$ cat src/rtl/mem_stage_pkg.sv
// Memory-stage output bundle consumed by the writeback stage.
package mem_stage_pkg;

  localparam int unsigned XLEN   = 32;
  localparam int unsigned REG_AW = 5;

  typedef struct packed {
    logic [XLEN-1:0]   opr_res;
    logic [XLEN-1:0]   dmem_rdata;
    logic [XLEN-1:0]   lsu_rdata;
    logic [REG_AW-1:0] rd;
    logic              rf_en;
    logic [1:0]        wb_sel;
  } mem_stage_out_t;

endpackage

$ cat src/rtl/wb_stage_pkg.sv
// Writeback-stage select encoding and register-file write bundle.
package wb_stage_pkg;

  localparam int unsigned WB_DW = 32;
  localparam int unsigned WB_AW = 5;

  typedef enum logic [1:0] {
    WB_ALU = 2'b00,
    WB_MEM = 2'b01,
    WB_PC4 = 2'b10
  } wb_sel_e;

  typedef struct packed {
    logic             we;
    logic [WB_AW-1:0] waddr;
    logic [WB_DW-1:0] wdata;
  } wb_stage_out_t;

endpackage

$ cat src/rtl/wb_skid_buf.sv
// Two-entry (main + skid) valid/ready buffer with flush; main is the head.
module wb_skid_buf #(
  parameter type T = logic
) (
  input  logic clk,
  input  logic rst,
  input  logic flush_i,
  input  logic in_valid_i,
  output logic in_ready_o,
  input  T     in_data_i,
  output logic out_valid_o,
  input  logic out_ready_i,
  output T     out_data_o
);

  T     main_q, main_d;
  T     skid_q, skid_d;
  logic main_valid_q, main_valid_d;
  logic skid_valid_q, skid_valid_d;
  logic ready_q, ready_d;

  logic accept;
  logic retire;

  assign accept = in_valid_i && ready_q;
  assign retire = main_valid_q && out_ready_i;

  // Skid drains into main whenever main frees up; new data lands behind it.
  always_comb begin
    main_d       = main_q;
    skid_d       = skid_q;
    main_valid_d = main_valid_q;
    skid_valid_d = skid_valid_q;
    if (flush_i) begin
      main_valid_d = 1'b0;
      skid_valid_d = 1'b0;
    end else if (retire || !main_valid_q) begin
      if (skid_valid_q) begin
        main_d       = skid_q;
        main_valid_d = 1'b1;
        skid_valid_d = accept;
        if (accept) skid_d = in_data_i;
      end else begin
        main_valid_d = accept;
        if (accept) main_d = in_data_i;
      end
    end else if (accept) begin
      skid_d       = in_data_i;
      skid_valid_d = 1'b1;
    end
    ready_d = !skid_valid_d;
  end

  always_ff @(posedge clk or posedge rst) begin
    if (rst) begin
      main_q       <= '0;
      skid_q       <= '0;
      main_valid_q <= 1'b0;
      skid_valid_q <= 1'b0;
      ready_q      <= 1'b1;
    end else begin
      main_q       <= main_d;
      skid_q       <= skid_d;
      main_valid_q <= main_valid_d;
      skid_valid_q <= skid_valid_d;
      ready_q      <= ready_d;
    end
  end

  assign in_ready_o  = ready_q;
  assign out_valid_o = main_valid_q;
  assign out_data_o  = main_q;

endmodule

$ cat src/rtl/wb_stage.sv
// Writeback stage: buffers memory-stage results, drives the RF write port,
// exports forwarding data and counts retired instructions.
module wb_stage
  import mem_stage_pkg::*;
  import wb_stage_pkg::*;
#(
  parameter int unsigned INSTRET_W = 64
) (
  input  logic                 clk,
  input  logic                 rst,
  input  logic                 in_valid,
  output logic                 in_ready,
  input  mem_stage_out_t       in_data,
  input  logic                 wb_stall,
  input  logic                 flush,
  output logic                 rf_we,
  output logic [4:0]           rf_waddr,
  output logic [31:0]          rf_wdata,
  output logic                 fwd_en,
  output logic [4:0]           fwd_rd,
  output logic [31:0]          fwd_data,
  output logic [INSTRET_W-1:0] instret
);

  logic                 main_valid;
  mem_stage_out_t       main_data;
  wb_stage_out_t        wb_out;
  logic                 retire;
  logic [INSTRET_W-1:0] instret_q, instret_d;
  logic                 unused_dmem;

  wb_skid_buf #(
    .T (mem_stage_out_t)
  ) u_buf (
    .clk         (clk),
    .rst         (rst),
    .flush_i     (flush),
    .in_valid_i  (in_valid),
    .in_ready_o  (in_ready),
    .in_data_i   (in_data),
    .out_valid_o (main_valid),
    .out_ready_i (!wb_stall),
    .out_data_o  (main_data)
  );

  // PC+4 arrives precomputed in opr_res; raw dmem_rdata never reaches the RF.
  always_comb begin
    wb_out = '0;
    if (main_valid) begin
      wb_out.we    = main_data.rf_en && (main_data.rd != 5'd0);
      wb_out.waddr = main_data.rd;
      case (wb_sel_e'(main_data.wb_sel))
        WB_MEM:         wb_out.wdata = main_data.lsu_rdata;
        WB_ALU, WB_PC4: wb_out.wdata = main_data.opr_res;
        default:        wb_out.wdata = main_data.opr_res;
      endcase
    end
  end

  assign unused_dmem = ^main_data.dmem_rdata;

  assign rf_we    = wb_out.we && !wb_stall;
  assign rf_waddr = wb_out.waddr;
  assign rf_wdata = wb_out.wdata;
  assign fwd_en   = wb_out.we;
  assign fwd_rd   = wb_out.waddr;
  assign fwd_data = wb_out.wdata;

  // A flushed retire is not counted.
  assign retire = main_valid && !wb_stall;

  always_comb begin
    instret_d = instret_q;
    if (retire && !flush) instret_d = instret_q + INSTRET_W'(1);
  end

  always_ff @(posedge clk or posedge rst) begin
    if (rst) instret_q <= '0;
    else     instret_q <= instret_d;
  end

  assign instret = instret_q;

endmodule

$ cat config.mk
export PLATFORM = sky130hd
export DESIGN_NAME = wb_stage
export DESIGN_NICKNAME = d
export VERILOG_FILES = /design/src/rtl/mem_stage_pkg.sv /design/src/rtl/wb_stage_pkg.sv /design/src/rtl/wb_skid_buf.sv /design/src/rtl/wb_stage.sv
export SDC_FILE = /design/constraint.sdc
export NUM_CORES = 1
export LEC_CHECK = 0
export CORE_AREA = 3 3 149 180
export CTS_BUF_LIST = sky130_fd_sc_hd__clkbuf_2 sky130_fd_sc_hd__clkbuf_4 sky130_fd_sc_hd__clkbuf_8
export CTS_CLUSTER_SIZE = 28
export DETAILED_ROUTE_END_ITERATION = 6
export DIE_AREA = 0 0 152 183
export GPL_TIMING_DRIVEN = 0
export MAX_ROUTING_LAYER = met4
export PLACE_DENSITY = 0.79
export SYNTH_ARGS = -nofsm -noshare
export SYNTH_HDL_FRONTEND = slang
export SYNTH_HIERARCHICAL = 1
export SYNTH_SLANG_ARGS = --single-unit
$ cat constraint.sdc
create_clock -name clk -period 9.5 [get_ports clk]
set_input_delay 2.85 -clock clk [delete_from_list [all_inputs] [get_ports clk]]
set_output_delay 2.85 -clock clk [all_outputs]
set_load 0.01 [all_outputs]
# After elaboration in Yosys (flattened, before gate mapping)

Cells that the tools add are included.

Multiply operators: 0
Shifts and indexed selects: 0
Bitwise logic cells: 1
Muxes and demuxes: 14
Reductions and logical operators: 15
Add/sub/neg operators: 1
$lt $le $gt $ge: 0
Divide/modulo/power cells: 0
Equal/unequal tests: 2

Operator list:

| cell                                                   | count |
|---|---|
| 2-to-1 mux 104 bit                                     | 5 |
| adder 64 x 1 -> 64 bit (second input constant)         | 1 |
| 2-to-1 mux 38 bit                                      | 1 |
| 2-to-1 mux 32 bit                                      | 1 |
| 2-to-1 mux 1 bit                                       | 7 |
| logical AND 1 bit                                      | 5 |
| nonzero test 5 bit                                     | 1 |
| logical NOT 1 bit                                      | 4 |
| nonzero test 2 bit                                     | 2 |
| AND reduction 3 bit                                    | 1 |
| == test 2 x 1 -> 1 bit (second input constant)         | 1 |
| inequality test 2 x 1 -> 1 bit (second input constant) | 1 |
| AND reduction 2 bit                                    | 1 |
| logical OR 1 bit                                       | 1 |
| NOT 1 bit                                              | 1 |

Register bits after elaboration: 243
Output and inout bits: 141
Latch bits: 0
ROM bits: 0
RAM bits: 0
Word-level logic and storage cells: 48
Memories: 0
Input bits: 109

# Logic depth before layout (Yosys ltp)

Depth after elaboration: 6
Mapped depth: 7
Mapped depth without buffers: 6

# Modules after synthesis

Netlist, hierarchy kept.

By module, submodules not included:

| module      | cells each | times used | area an instance (um^2) |
|---|---|---|---|
| wb_skid_buf | 569        | 1          | 9,283.9 |
| wb_stage    | 435        | 1          | 3,986.3 |

# Worst setup path before layout

Ideal clock, no wire load.

Kind: input -> output
Start point: input wb_stall
End point: output rf_we
Path buffers: 0
Arrival: 3,058 ps
Slack: 3,592 ps
Required time: 6,650 ps
Stages on the path: 2
Cell sequence: inv_1 > and2_1

Word-level cells in the longest chain between the ends: 2

RTL lines:

| what              | RTL line       | RTL |
|---|---|---|
| from (decl)       | wb_stage.sv:14 | `input logic wb_stall,` |
| logical NOT 1 bit | wb_stage.sv:62 | `assign rf_we = wb_out.we && !wb_stall;` |
| logical AND 1 bit | wb_stage.sv:62 |  |
| to (decl)         | wb_stage.sv:16 | `output logic rf_we,` |

Every way passes these cells.

# Worst setup path after layout

Ends and elaborated chain as after synthesis.

==> results.yml <==
outcome:
  status: "finished, final reports clean"
clocking:
  ctsLongestPathBuffers: 3
  cts_tree: "built"
  cts_sinks: 211
  ctsHoldBuffers: 0
  path_clk_slew_ps: 60
  cts-htree-levels: 2
  insertion_delay_ps: 530
  cts_buffers: 37
  ctsResizeCount: 0
  cts_setup_buffers: 0
  cts-root-buf: "clkbuf_8"
sta:
  fin_skew_ps: 25.3
  hold_ws_ps: 468
  worstMarginPinSlew_ps: 741
  setup_viol: 0
  fmax_mhz: 145
  hold_viol: 0
  tns_ps: 0
  fin_crit_sh_pct: 72.5
  fin_crit_ps: 6890
  rsz0062_at_grt: "no"
  drv_slew: 0
  slew_headroom_pct: 50.2
hold_path:
  hold_class: "reg -> reg"
placement:
  io_buffers: 217
  dp_hpwl_mm: 18.6
  place_congestion: 0.877
detailed_routing:
  drtPass1Iterations: 4
  m1WireLength_mm: 10.7
  num_vias: 7250
  wl_met2_mm: 12.9
  wl_per_cell_um: 17.8
  dr_wl_met3_mm: 1.66
  drt_iter0_markers: 242
  wl_mm: 25.8
  viasPerCell: 5.00
  drtAntennaViolNets: 0
  top_layer_used: "met4"
  drc: 0
finish:
  nets: 1204
  antenna_cells: 0
  syn_to_final_growth_pct: 32.3
  fillers: 2199
  fin_util_pct: 55.1
  layout-drive-gt1-share_pct: 27.1
critical_path:
  crit_type: "in -> out"
  worst_path_largest_cell_delay_ps: 530
  cp_cell_sequence: "clkdlybuf4s50_1 -> inv_1 -> and2_1 -> clkdlybuf4s50_1"
  critPathLaunchType: "input pin"
  r2r_slack_ps: 7310
  cp_top_family: "buffers and inverters"
  critPathRequiredTime_ps: 6650
  crit_path_top_delay_cell: "clkdlybuf4s50_1"
  setup.worst_path.end_class: "output port"
  cpMostUsedCell: "clkdlybuf4s50_1"
  cp_num_buf_inv: 3
  crit_fanout: 3
  cp.arrival_ps: 4040
global_route:
  grt_pass1_wl_mm: 41.8
  grt_max_degree: 90
  grt_antenna_before_repair: 0
  globalRoute.totalOverflow: 0
  grt_pass1_vias: 7943
  grt_use_total_pct: 18.9
floorplanning:
  io_pins: 250
  fp.dieH_um: 183
  num_rows: 64
  core-area_sq_um: 25300
  die_area_sq_um: 27800
  initial_core_util_pct: 41.6
  dieWidth_um: 152
synthesis:
  avgSynthCellArea_sq_um: 12.6
  syn_area_sq_um: 10500
  synth_nets: 946
  synthCells: 836
  synth_warnings: 6
power:
  total_power_mw: 2.53
  static-leakage-power_nw: 6.07
  p_per_area_nw_per_um2: 181
  peakVddDrop_mv: 0.118
flow_run:
  cap_violations: 0
-- stage by stage --
stage	std cells	instance area (sq um)	worst slack (ps)
floorplan	836	10500	2700
global placement	1383	13100	565
detailed placement	1385	13200	2600
CTS	1449	13900	2600
global route	1449	13900	2540
finish	1449	13900	2610
-- registers in the layout, summed over array words and instances (netlist names) --
signal,flops
u_buf/out_valid_o,1
u_buf/out_data_o,72
u_buf/skid_q,72
u_buf/in_ready_o,1
u_buf/skid_valid_q,1
instret,64
-- worst paths after layout --
kind                       cells after the start                    start                          to
min in group asynchronous                      2                      rst     instret[10]$_DFFE_PP0P_
hold reg to reg                                1  instret[63]$_DFFE_PP0P_     instret[63]$_DFFE_PP0P_
hold / removal                                 1  instret[63]$_DFFE_PP0P_     instret[63]$_DFFE_PP0P_
max in group asynchronous                      3                      rst  u_buf/in_ready_o$_DFF_PP1_
setup reg to reg                               5  instret[28]$_DFFE_PP0P_     instret[59]$_DFFE_PP0P_
setup / recovery                               4                 wb_stall                       rf_we
-- where the power goes --
group	total, mW	leakage (nW)	switching (mW)	internal [mW]
combinational	0.512	3.03	0.201	0.311
sequential	1.16	2.64	0.0907	1.07
clock	0.857	0.399	0.375	0.482
-- cells in the final DEF, fill, tap and decap left out, types with 4 or more instances in the layout --
cell / count
clkbuf_8: 46
buf_4: 40
inv_1: 4
and3_1: 10
nand4_1: 26
nor4_1: 4
buf_6: 10
clkdlybuf4s50_1: 217
mux2_1: 59
nand2b_1: 5
clkbuf_1: 15
nor3_1: 14
and2_1: 9
nor2_1: 20
dfrtp_1: 210
and4_1: 7
xor2_1: 31
buf_2: 12
mux2_4: 39
nand3_1: 17
xnor2_1: 32
nor4_4: 4
mux2_2: 119
clkbuf_4: 11
a21boi_0: 32
nand2_1: 91
-- layout make-up --
class                           instances  area (sq um)  share of cell area, %
Buffer                                 77           529                   3.80
Clock buffer                           57           716                   5.14
Clock inverter                          7          50.0                  0.359
Inverter                                7          31.3                  0.224
Multi-Input combinational cell        541          4690                   33.7
Sequential cell                       211          5280                   37.9
Tap cell                              330           413                   2.96
Timing Repair Buffer                  219          2220                   15.9
-- layer usage --
layer / GRT usage (%) / vias up
met5: - / -
met2: 32.0 / 210
met3: 4.96 / 39
met1: 22.6 / 3596
met4: 4.96 / 0
li1: - / 3405
No activity file was read; power rests on OpenSTA's default activity.
